$ cat src/rtl/chien_pkg.sv
// Shared definitions for the Chien-search accelerator controller.
package chien_pkg;

    // Command bits in acc_in_2; exactly one is set while acc_enable is high.
    localparam int CMD_WR_LO = 31;
    localparam int CMD_WR_HI = 30;
    localparam int CMD_CALC  = 29;
    localparam int CMD_LOOP  = 28;

    // Bit offsets of the two data lanes inside each operand word.
    localparam int LANE_LO_OFS = 0;
    localparam int LANE_HI_OFS = 16;

    typedef enum logic [2:0] {
        S_IDLE, S_LD_LO, S_LD_HI, S_EVAL0, S_ISSUE, S_RELEASE, S_FIN
    } state_t;

    // Place two zero-extended field elements into their lanes of an operand word.
    function automatic logic [31:0] pack_lanes(input logic [15:0] lo, input logic [15:0] hi);
        logic [31:0] w;
        w = '0;
        w[LANE_LO_OFS +: 16] = lo;
        w[LANE_HI_OFS +: 16] = hi;
        return w;
    endfunction

endpackage

$ cat src/rtl/chien_root_collector.sv
// Root decision, registered err_valid/err_pos, saturating root count and fail flag.
module chien_root_collector import chien_pkg::*; #(
    parameter int PARAM_M = 9,
    parameter int PW      = 9
) (
    input  logic               clk,
    input  logic               rst,
    input  logic               clear,
    input  logic               chk_local,
    input  logic               chk_acc,
    input  logic [PARAM_M-1:0] chk_val,
    input  logic [PW-1:0]      chk_pos,
    input  logic               timeout,
    output logic               err_valid,
    output logic [PW-1:0]      err_pos,
    output logic [2:0]         err_count,
    output logic               fail
);

    localparam logic [PARAM_M-1:0] ONE = 1;

    // j=0 is evaluated locally (full sum incl. the constant term must be 0);
    // accelerator results omit the constant term, so a root reads back as 1.
    logic hit;
    assign hit = (chk_local && (chk_val == '0)) || (chk_acc && (chk_val == ONE));

    // Register the root pulse and maintain the count / fail status of the run.
    always_ff @(posedge clk) begin
        if (rst) begin
            err_valid <= 1'b0;
            err_pos   <= '0;
            err_count <= '0;
            fail      <= 1'b0;
        end else begin
            err_valid <= hit;
            if (hit)
                err_pos <= chk_pos;
            if (clear) begin
                err_count <= '0;
                fail      <= 1'b0;
            end else begin
                if (hit) begin
                    if (err_count != 3'd7)
                        err_count <= err_count + 3'd1;
                    // A degree-4 locator cannot have a fifth root.
                    if (err_count >= 3'd4)
                        fail <= 1'b1;
                end
                if (timeout)
                    fail <= 1'b1;
            end
        end
    end

endmodule

$ cat src/rtl/chien_ctrl.sv
// Chien-search initiator: loads sigma/alpha lanes, steps the accelerator over all
// evaluation points and reports every root position.
module chien_ctrl import chien_pkg::*; #(
    parameter int  PARAM_M       = 9,
    parameter int  PARAM_N       = 511,
    parameter int  PARAM_TIMEOUT = 64,
    localparam int PW            = $clog2(PARAM_N)
) (
    input  logic                 clk,
    input  logic                 rst,
    input  logic                 start,
    input  logic [4*PARAM_M-1:0] sigma,
    input  logic [4*PARAM_M-1:0] alpha_pow,
    output logic                 busy,
    output logic                 err_valid,
    output logic [PW-1:0]        err_pos,
    output logic [2:0]           err_count,
    output logic                 done,
    output logic                 fail,
    output logic                 acc_enable,
    output logic [31:0]          acc_in_1,
    output logic [31:0]          acc_in_2,
    input  logic [31:0]          acc_out_1,
    input  logic                 acc_ready
);

    localparam int WW = $clog2(PARAM_TIMEOUT + 1);
    localparam logic [PARAM_M-1:0] ONE = 1;

    state_t               state_q, state_d;
    logic [4*PARAM_M-1:0] sig_q, alp_q;
    logic [PW-1:0]        j_q;
    logic [WW-1:0]        wd_q;
    logic                 seen_low_q;
    logic [31:0]          in1_q, in2_q, cmd;
    logic                 accept, chk_local, chk_acc, timeout;
    logic [PARAM_M-1:0]   eval0_r, chk_val;
    logic [PW-1:0]        chk_pos;
    logic                 unused_acc_hi;

    assign unused_acc_hi = ^acc_out_1[31:PARAM_M];

    assign accept  = (state_q == S_IDLE) && start;
    assign eval0_r = ONE ^ sig_q[0 +: PARAM_M] ^ sig_q[PARAM_M +: PARAM_M]
                   ^ sig_q[2*PARAM_M +: PARAM_M] ^ sig_q[3*PARAM_M +: PARAM_M];
    assign chk_val = chk_local ? eval0_r : acc_out_1[PARAM_M-1:0];
    assign chk_pos = chk_local ? '0 : j_q;

    // Data lanes are registered; command bits come straight from the state.
    assign acc_in_1 = in1_q;
    assign acc_in_2 = in2_q | cmd;

    // Next-state, command and strobe decode.
    always_comb begin
        state_d    = state_q;
        cmd        = '0;
        acc_enable = 1'b0;
        chk_local  = 1'b0;
        chk_acc    = 1'b0;
        timeout    = 1'b0;
        busy       = (state_q != S_IDLE) && (state_q != S_FIN);
        done       = (state_q == S_FIN);
        case (state_q)
            S_IDLE:  if (start) state_d = S_LD_LO;
            S_LD_LO: begin
                acc_enable     = 1'b1;
                cmd[CMD_WR_LO] = 1'b1;
                state_d        = S_LD_HI;
            end
            S_LD_HI: begin
                acc_enable     = 1'b1;
                cmd[CMD_WR_HI] = 1'b1;
                state_d        = S_EVAL0;
            end
            S_EVAL0: begin
                chk_local = 1'b1;
                state_d   = S_ISSUE;
            end
            S_ISSUE: begin
                acc_enable = 1'b1;
                if (j_q == PW'(1)) cmd[CMD_CALC] = 1'b1;
                else               cmd[CMD_LOOP] = 1'b1;
                // Only a ready that returns after a seen drop completes the step.
                if (seen_low_q && acc_ready) begin
                    state_d = S_RELEASE;
                end else if (wd_q == WW'(PARAM_TIMEOUT - 1)) begin
                    timeout = 1'b1;
                    state_d = S_FIN;
                end
            end
            S_RELEASE: begin
                chk_acc = 1'b1;
                state_d = (j_q == PW'(PARAM_N - 1)) ? S_FIN : S_ISSUE;
            end
            S_FIN:   state_d = S_IDLE;
            default: state_d = S_IDLE;
        endcase
    end

    // State, operand latches, lane registers, step index and watchdog.
    always_ff @(posedge clk) begin
        if (rst) begin
            state_q    <= S_IDLE;
            sig_q      <= '0;
            alp_q      <= '0;
            in1_q      <= '0;
            in2_q      <= '0;
            j_q        <= '0;
            wd_q       <= '0;
            seen_low_q <= 1'b0;
        end else begin
            state_q <= state_d;
            if (accept) begin
                sig_q <= sigma;
                alp_q <= alpha_pow;
                in1_q <= pack_lanes(16'(sigma[0 +: PARAM_M]), 16'(sigma[PARAM_M +: PARAM_M]));
                in2_q <= pack_lanes(16'(alpha_pow[0 +: PARAM_M]), 16'(alpha_pow[PARAM_M +: PARAM_M]));
            end
            if (state_q == S_LD_LO) begin
                in1_q <= pack_lanes(16'(sig_q[2*PARAM_M +: PARAM_M]), 16'(sig_q[3*PARAM_M +: PARAM_M]));
                in2_q <= pack_lanes(16'(alp_q[2*PARAM_M +: PARAM_M]), 16'(alp_q[3*PARAM_M +: PARAM_M]));
            end
            if (state_q == S_EVAL0)
                j_q <= PW'(1);
            else if (state_q == S_RELEASE)
                j_q <= j_q + PW'(1);
            if ((state_q == S_ISSUE) && (state_d == S_ISSUE)) begin
                wd_q <= wd_q + WW'(1);
                if (!acc_ready)
                    seen_low_q <= 1'b1;
            end else begin
                wd_q       <= '0;
                seen_low_q <= 1'b0;
            end
        end
    end

    chien_root_collector #(.PARAM_M(PARAM_M), .PW(PW)) u_collect (
        .clk       (clk),
        .rst       (rst),
        .clear     (accept),
        .chk_local (chk_local),
        .chk_acc   (chk_acc),
        .chk_val   (chk_val),
        .chk_pos   (chk_pos),
        .timeout   (timeout),
        .err_valid (err_valid),
        .err_pos   (err_pos),
        .err_count (err_count),
        .fail      (fail)
    );

endmodule

$ cat config.mk
export PLATFORM = sky130hd
export DESIGN_NAME = chien_ctrl
export DESIGN_NICKNAME = d
export VERILOG_FILES = /design/src/rtl/chien_pkg.sv /design/src/rtl/chien_root_collector.sv /design/src/rtl/chien_ctrl.sv
export SDC_FILE = /design/constraint.sdc
export NUM_CORES = 1
export LEC_CHECK = 0
export CAP_MARGIN = 5
export CORE_MARGIN = 2
export CORE_UTILIZATION = 50
export CTS_CLUSTER_DIAMETER = 120
export CTS_CLUSTER_SIZE = 20
export DETAILED_ROUTE_END_ITERATION = 12
export GPL_ROUTABILITY_DRIVEN = 1
export GPL_TIMING_DRIVEN = 0
export PLACE_DENSITY_LB_ADDON = 0.12
export SYNTH_ARGS = -nofsm -noshare
export SYNTH_HDL_FRONTEND = slang
export SYNTH_HIERARCHICAL = 1
export SYNTH_SLANG_ARGS = --single-unit
$ cat constraint.sdc
create_clock -name clk -period 5.7 [get_ports clk]
set_input_delay 1.71 -clock clk [delete_from_list [all_inputs] [get_ports clk]]
set_output_delay 1.71 -clock clk [all_outputs]
set_load 0.05 [all_outputs]
* Word level (Yosys, flattened, before mapping)
Index checks and enable logic that the tools add are counted.
** Storage, ports and cells
- Register bits :: 142
- Bits in latches :: 0
- Memory bits (writable) :: 0
- ROM bits :: 0
- Bits of input ports :: 108
- Output and inout port bits :: 81
- Logic and storage cells :: 83
- Memories :: 0
** Cells by class
- Add/sub/neg operators :: 3
- $mul :: 0
- Div/mod/pow operators :: 0
- Magnitude comparators :: 1
- Eq/ne operators :: 13
- Shift operators :: 0
- Multiplexer cells :: 27
- Bitwise gates (word level) :: 6
- Reduce and logical (&&, ||, !) cells :: 20
** Operator list (number)
- $mux W25 :: 4
- $or A25 B32 Y32 :: 1
- $xor A9 B9 Y9 :: 3
- $eq A9 B1 Y1 const B :: 2
- $mux W9 :: 2
- $pmux W3 S6 :: 1
- $mux W1 :: 15
- $eq A3 B3 Y1 const B :: 4
- $add A9 B1 Y9 const B :: 1
- $eq A9 B9 Y1 const B :: 1
- $logic_not A9 Y1 :: 1
- $mux W3 :: 3
- $reduce_bool A2 Y1 :: 4
- $add A7 B1 Y7 const B :: 1
- $eq A7 B6 Y1 const B :: 1
- $eq A3 B2 Y1 const B :: 2
- $logic_and A1 B1 Y1 :: 6
- $ne A3 B3 Y1 const B :: 2
- $reduce_or A2 Y1 :: 3
- $mux W2 :: 2
- $reduce_and A2 Y1 :: 2
- $add A3 B1 Y3 const B :: 1
- $eq A3 B1 Y1 const B :: 1
- $ge A3 B3 Y1 const B :: 1
- 5 further kinds :: 6

* Logic depth before layout (Yosys ltp)
- Word-level depth :: 10
- Depth in mapped cells :: 10
- Mapped depth without buffers :: 6

* Hierarchy
Netlist, hierarchy kept.
** Modules (own cells, without submodules)
- chien_ctrl :: times used 1, cells an instance 614, area each 5012.3 µm²
- chien_root_collector :: times used 1, cells an instance 65, area each 665.6 µm²

* Worst setup path before layout
No wires, ideal clock.
- Path type :: register to output
- From :: register j_q[0]
- To :: output port acc_in_2[29]
- Data arrival time :: 1.962 ns
- Data required time :: 3.990 ns
- Slack :: 2.028 ns
- Cell stages (with the launch flop) :: 5
- Cell sequence :: dfxtp_1 -> ha_1 -> nor4b_1 -> nand2_1 -> nor3_1
** Between the ends
- Longest elaborated chain between the ends :: 4
** Ends and longest elaborated chain
- from (decl) :: RTL line chien_ctrl.sv:32 : logic [PW-1:0] j_q;
- from (signal assigned) :: RTL line chien_ctrl.sv:126 : j_q <= j_q + PW'(1);
- $eq A9 B1 Y1 :: RTL line chien_ctrl.sv:81 : if (j_q == PW'(1)) cmd[CMD_CALC] = 1'b1;
- $mux W1 :: RTL line chien_ctrl.sv:81
- $mux W2 :: RTL line chien_ctrl.sv:63 : case (state_q)
- $or A25 B32 Y32 :: RTL line chien_ctrl.sv:51 : assign acc_in_2 = in2_q | cmd;
- to (decl) :: RTL line chien_ctrl.sv:22 : output logic [31:0] acc_in_2,
No other way between the ends.

* Worst setup path after layout
- From :: register state_q[0]
- To :: output port acc_in_2[31]
** Between the ends
- Longest elaborated chain between the ends :: 3
** Ends and longest elaborated chain
- from (decl) :: RTL line chien_ctrl.sv:30 : state_t state_q, state_d;
- from (signal assigned) :: RTL line chien_ctrl.sv:112 : state_q <= state_d;
- $eq A3 B1 Y1 :: RTL line chien_ctrl.sv:63
- $mux W1 :: RTL line chien_ctrl.sv:63
- $or A25 B32 Y32 :: RTL line chien_ctrl.sv:51
No other way between the ends.

==> run_results.csv <==
group,metric,value,unit
outcome,status,"complete, no violations",
layout,areaGrowthSynthToFinish,39.58,%
timing,fmax,231.3,MHz
layout,n_fill_cell,896,
detailed_routing,ant_nets,0,
floorplan,fp.dieH,110.6,um
synthesis,async_flop_share,0,%
synthesis,ys.flop_type,"dfxtp_1",
synthesis,yosysWarnings,6,
floorplan,boundaryPins,189,
timing,rsz0062_at_grt,"false",
global_routing,first_global_vias,5163,
timing,fin_tns_setup,0,ns
clock_network,cts_buffers,17,
setup_path,end_kind,"output port",
layout,diodes,0,
floorplan,num_rows,38,
synthesis,synth-edff-count,0,
timing,final-hold-violation-count,0,
global_routing,groute.usage.overall,24.67,%
synthesis,ys_ff_latch,124,
place,placed_cell_area,0.007351,mm^2
global_routing,grt_max_degree,17,
setup_path,path_delay_family,"buffers and inverters",
clock_network,cts_root_buf,"clkbuf_16",
clock_network,clock_path_buffers,2,
worst_hold_path,hold_class,"reg2reg",
synthesis,synth.top_cell.area_share,43.72,%
synthesis,synth_cells,679,
synthesis,syn-cell-area,0.005678,mm^2
timing,finalSetupViolations,0,
floorplan,die-area,0.01222,mm^2
setup_path,worstPathMaxFanout,10,
clock_network,cts_hold_buf,0,
clock_network,cts_resized,0,
detailed_routing,via_per_inst,5.259,
power,p_seq_share,38.0,%
layout,regArea,0.002482,mm^2
setup_path,path_cells,"buf_6 -> or3b_1 -> buf_2 -> inv_2 -> buf_2 -> clkdlybuf4s50_1",
layout,final_cells,1015,
place,dpl.hpwl,11240,um
power,p_switching,0.8252,mW
layout,final_nets,976,
detailed_routing,drt_iter0_markers,371,
timing,finClkSkew,0.01124,ns
setup_path,path_buf_inv,5,
detailed_routing,drtPass1Iterations,5,
synthesis,syn_avg_cell_area,8.362,um^2
power,power_frac_comb,21.2,%
power,ir_drop,0.2076,mV
floorplan,coreArea,0.01098,mm^2
synthesis,ys_top_cells_by_area,"dfxtp_1, nand2_1, a21oi_1",
timing,slew_viol_final,0,
clock_network,clock_latency,0.41,ns
synthesis,synth_seq_area_share,43.72,%
synthesis,synth.distinct_cells,50,
power,pwr-share-clk,40.8,%
clock_network,cts_setup_buffers,0,
timing,worst_pin_slew,0.7203,ns
detailed_routing,routed_wl,15410,um
power,switching_share,32.52,%
floorplan,initial_core_util,51.70,%
synthesis,synth_area_leader_cell,"dfxtp_1",
timing,relSlewSlack,51.98,%
clock_network,htreeDepth,4,
setup_path,worst-setup-path-type,"reg2out",
detailed_routing,drc_errors,0,
setup_path,path_common_cell,"buf_2",
timing,fin_crit_sh,75.86,%
flow_run,cap_violations,0,
place,dp.cells,983,
layout,final_util,72.16,%
layout,multiInputGateArea,0.002848,mm^2
power,p_leak,2.955,nW
layout,drive_above_1_share,11.43,%
setup_path,slowest_stage,"clkdlybuf4s50_1",
clock_network,path_clk_slew,0.06,ns
clock_network,cts_sinks,124,
power,power_density,320.2,mW/mm^2
timing,finalCriticalPeriod,4.324,ns
timing,hold_ws,0.4584,ns
global_routing,antenna_found_initial,0,
setup_path,cp.arrival,2.61,ns
place,portBuffers,141,
setup_path,cp.required,3.99,ns
setup_path,cp_slowest_stage_delay,0.85,ns
setup_path,cp-start-kind,"register",
detailed_routing,drt-wirelength-per-cell,15.18,um
power,internal_power,1.713,mW
clock_network,tritoncts,"yes",
global_routing,grt_overflow,0,
detailed_routing,vias,5338,
floorplan,die_w,110.6,um
global_routing,grt_pass1_wl,24530,um
place,routabilityCongestion,0.8687,
layout,fin_area,0.007925,mm^2
==> cell usage after synthesis, drive strengths merged (2+ instances only) <==
| library cell | n |
|---|---|
| o21ai | 16 |
| inv | 7 |
| mux2i | 13 |
| xnor2 | 28 |
| buf | 51 |
| nand3b | 3 |
| nand2b | 20 |
| nor3 | 5 |
| a31oi | 18 |
| a211oi | 2 |
| or4b | 3 |
| a21oi | 62 |
| ha | 6 |
| nand2 | 186 |
| nor2 | 27 |
| or4 | 7 |
| nor4b | 3 |
| nor4 | 6 |
| nand3 | 23 |
| and2 | 7 |
| o31ai | 4 |
| nand4b | 2 |
| xor2 | 5 |
| dfxtp | 124 |
| or3 | 5 |
| clkbuf | 20 |
| a311oi | 18 |
==> sequential cells by signal, summed over array words and instances, names as in the netlist <==
register             flops
sig_q                   36
acc_in_1                18
alp_q                   18
in2_q                   18
j_q                      9
u_collect/err_pos        9
wd_q                     7
state_q                  3
u_collect/err_count      3
seen_low_q               1
u_collect/err_valid      1
u_collect/fail           1
==> metal layers <==
metal	part of all wire (%)	global-route usage, %	vias up
met4	2.1	8.917	0
met5	0	0	-
li1	-	-	2629
met3	6.9	6.037	28
met2	51	43.27	210
met1	40	29.25	2471
==> final timing paths <==
check / cells past startpoint / slack (ns) / endpoint / from
hold / removal: 2 / 0.46 / alp_q[27]$_SDFFE_PP0P_ / alp_q[27]$_SDFFE_PP0P_
setup / recovery: 6 / 1.38 / acc_in_2[31] / state_q[0]$_SDFF_PP0_
hold reg to reg: 2 / 0.46 / alp_q[27]$_SDFFE_PP0P_ / alp_q[27]$_SDFFE_PP0P_
setup reg to reg: 10 / 3.01 / u_collect/err_pos[2]$_SDFFE_PP0P_ / state_q[2]$_SDFF_PP0_
==> worst reg2reg max path: cells and delay by family, from the launching register on <==
kind                   cells  cell delay [ns]
AO/OA/AOI/OAI              1             0.08
multiplexers               1             0.21
AND/OR/NAND/NOR            4             1.10
buffers and inverters      4             0.92
flip-flops                 1             0.32
==> cell usage in the layout, fill, tap and decap left out, types with 4 or more instances in the layout <==
cell             instances
nand2_1                186
clkdlybuf4s50_1        141
dfxtp_1                124
a21oi_1                 62
xnor2_1                 28
buf_4                   27
nor2_1                  27
conb_1                  24
nand3_1                 23
clkbuf_1                20
nand2b_1                19
a31oi_1                 18
clkbuf_16               17
o21ai_0                 15
a311oi_2                15
mux2i_1                 13
buf_1                   11
buf_2                   10
inv_6                    7
and2_1                   7
ha_1                     6
inv_1                    5
nor4_1                   5
xor2_1                   5
or4_1                    5
or3_1                    5
o31ai_1                  4
==> layout make-up <==
type	count	share of cell area, %
multi-input cells	500	35.93
clock buffers	17	5.368
well taps	140	2.210
inverters	7	0.3947
repair buffers	141	17.81
plain buffers	71	5.084
flip-flops and latches	124	31.32
clock inverters	15	1.879
==> power groups by stage <==
stage / combinational [mW] / sequential [mW] / clock [mW]
detailed placement: 0.533 / 0.981 / 0
CTS: 0.537 / 0.964 / 1.04
global route: 0.572 / 0.971 / 1.08
finish: 0.537 / 0.965 / 1.04
global placement: 0.526 / 0.980 / 0
floorplan: 0.266 / 1.06 / 0
==> cell families (layout without fill, tap and decap cells) <==
kind of cell / Yosys count / count (layout) / synth area share (%)
AO/OA/AOI/OAI: 124 / 124 / 14.83
multiplexers: 13 / 13 / 2.292
adder cells (fa/ha/maj): 6 / 6 / 1.322
XOR/XNOR: 33 / 33 / 5.090
AND/OR/NAND/NOR: 300 / 300 / 25.03
buffers and inverters: 78 / 251 / 7.646
other: 1 / 24 / 0.06605
flip-flops: 124 / 124 / 43.72
==> metrics by stage <==
step / power, mW / worst slack [ns]
CTS: 2.543 / 1.390
finish: 2.538 / 1.376
floorplan: 1.330 / 2.028
detailed placement: 1.514 / 1.862
global placement: 1.506 / 1.864
global route: 2.627 / 1.272
Power figures use the tool's default switching activity.
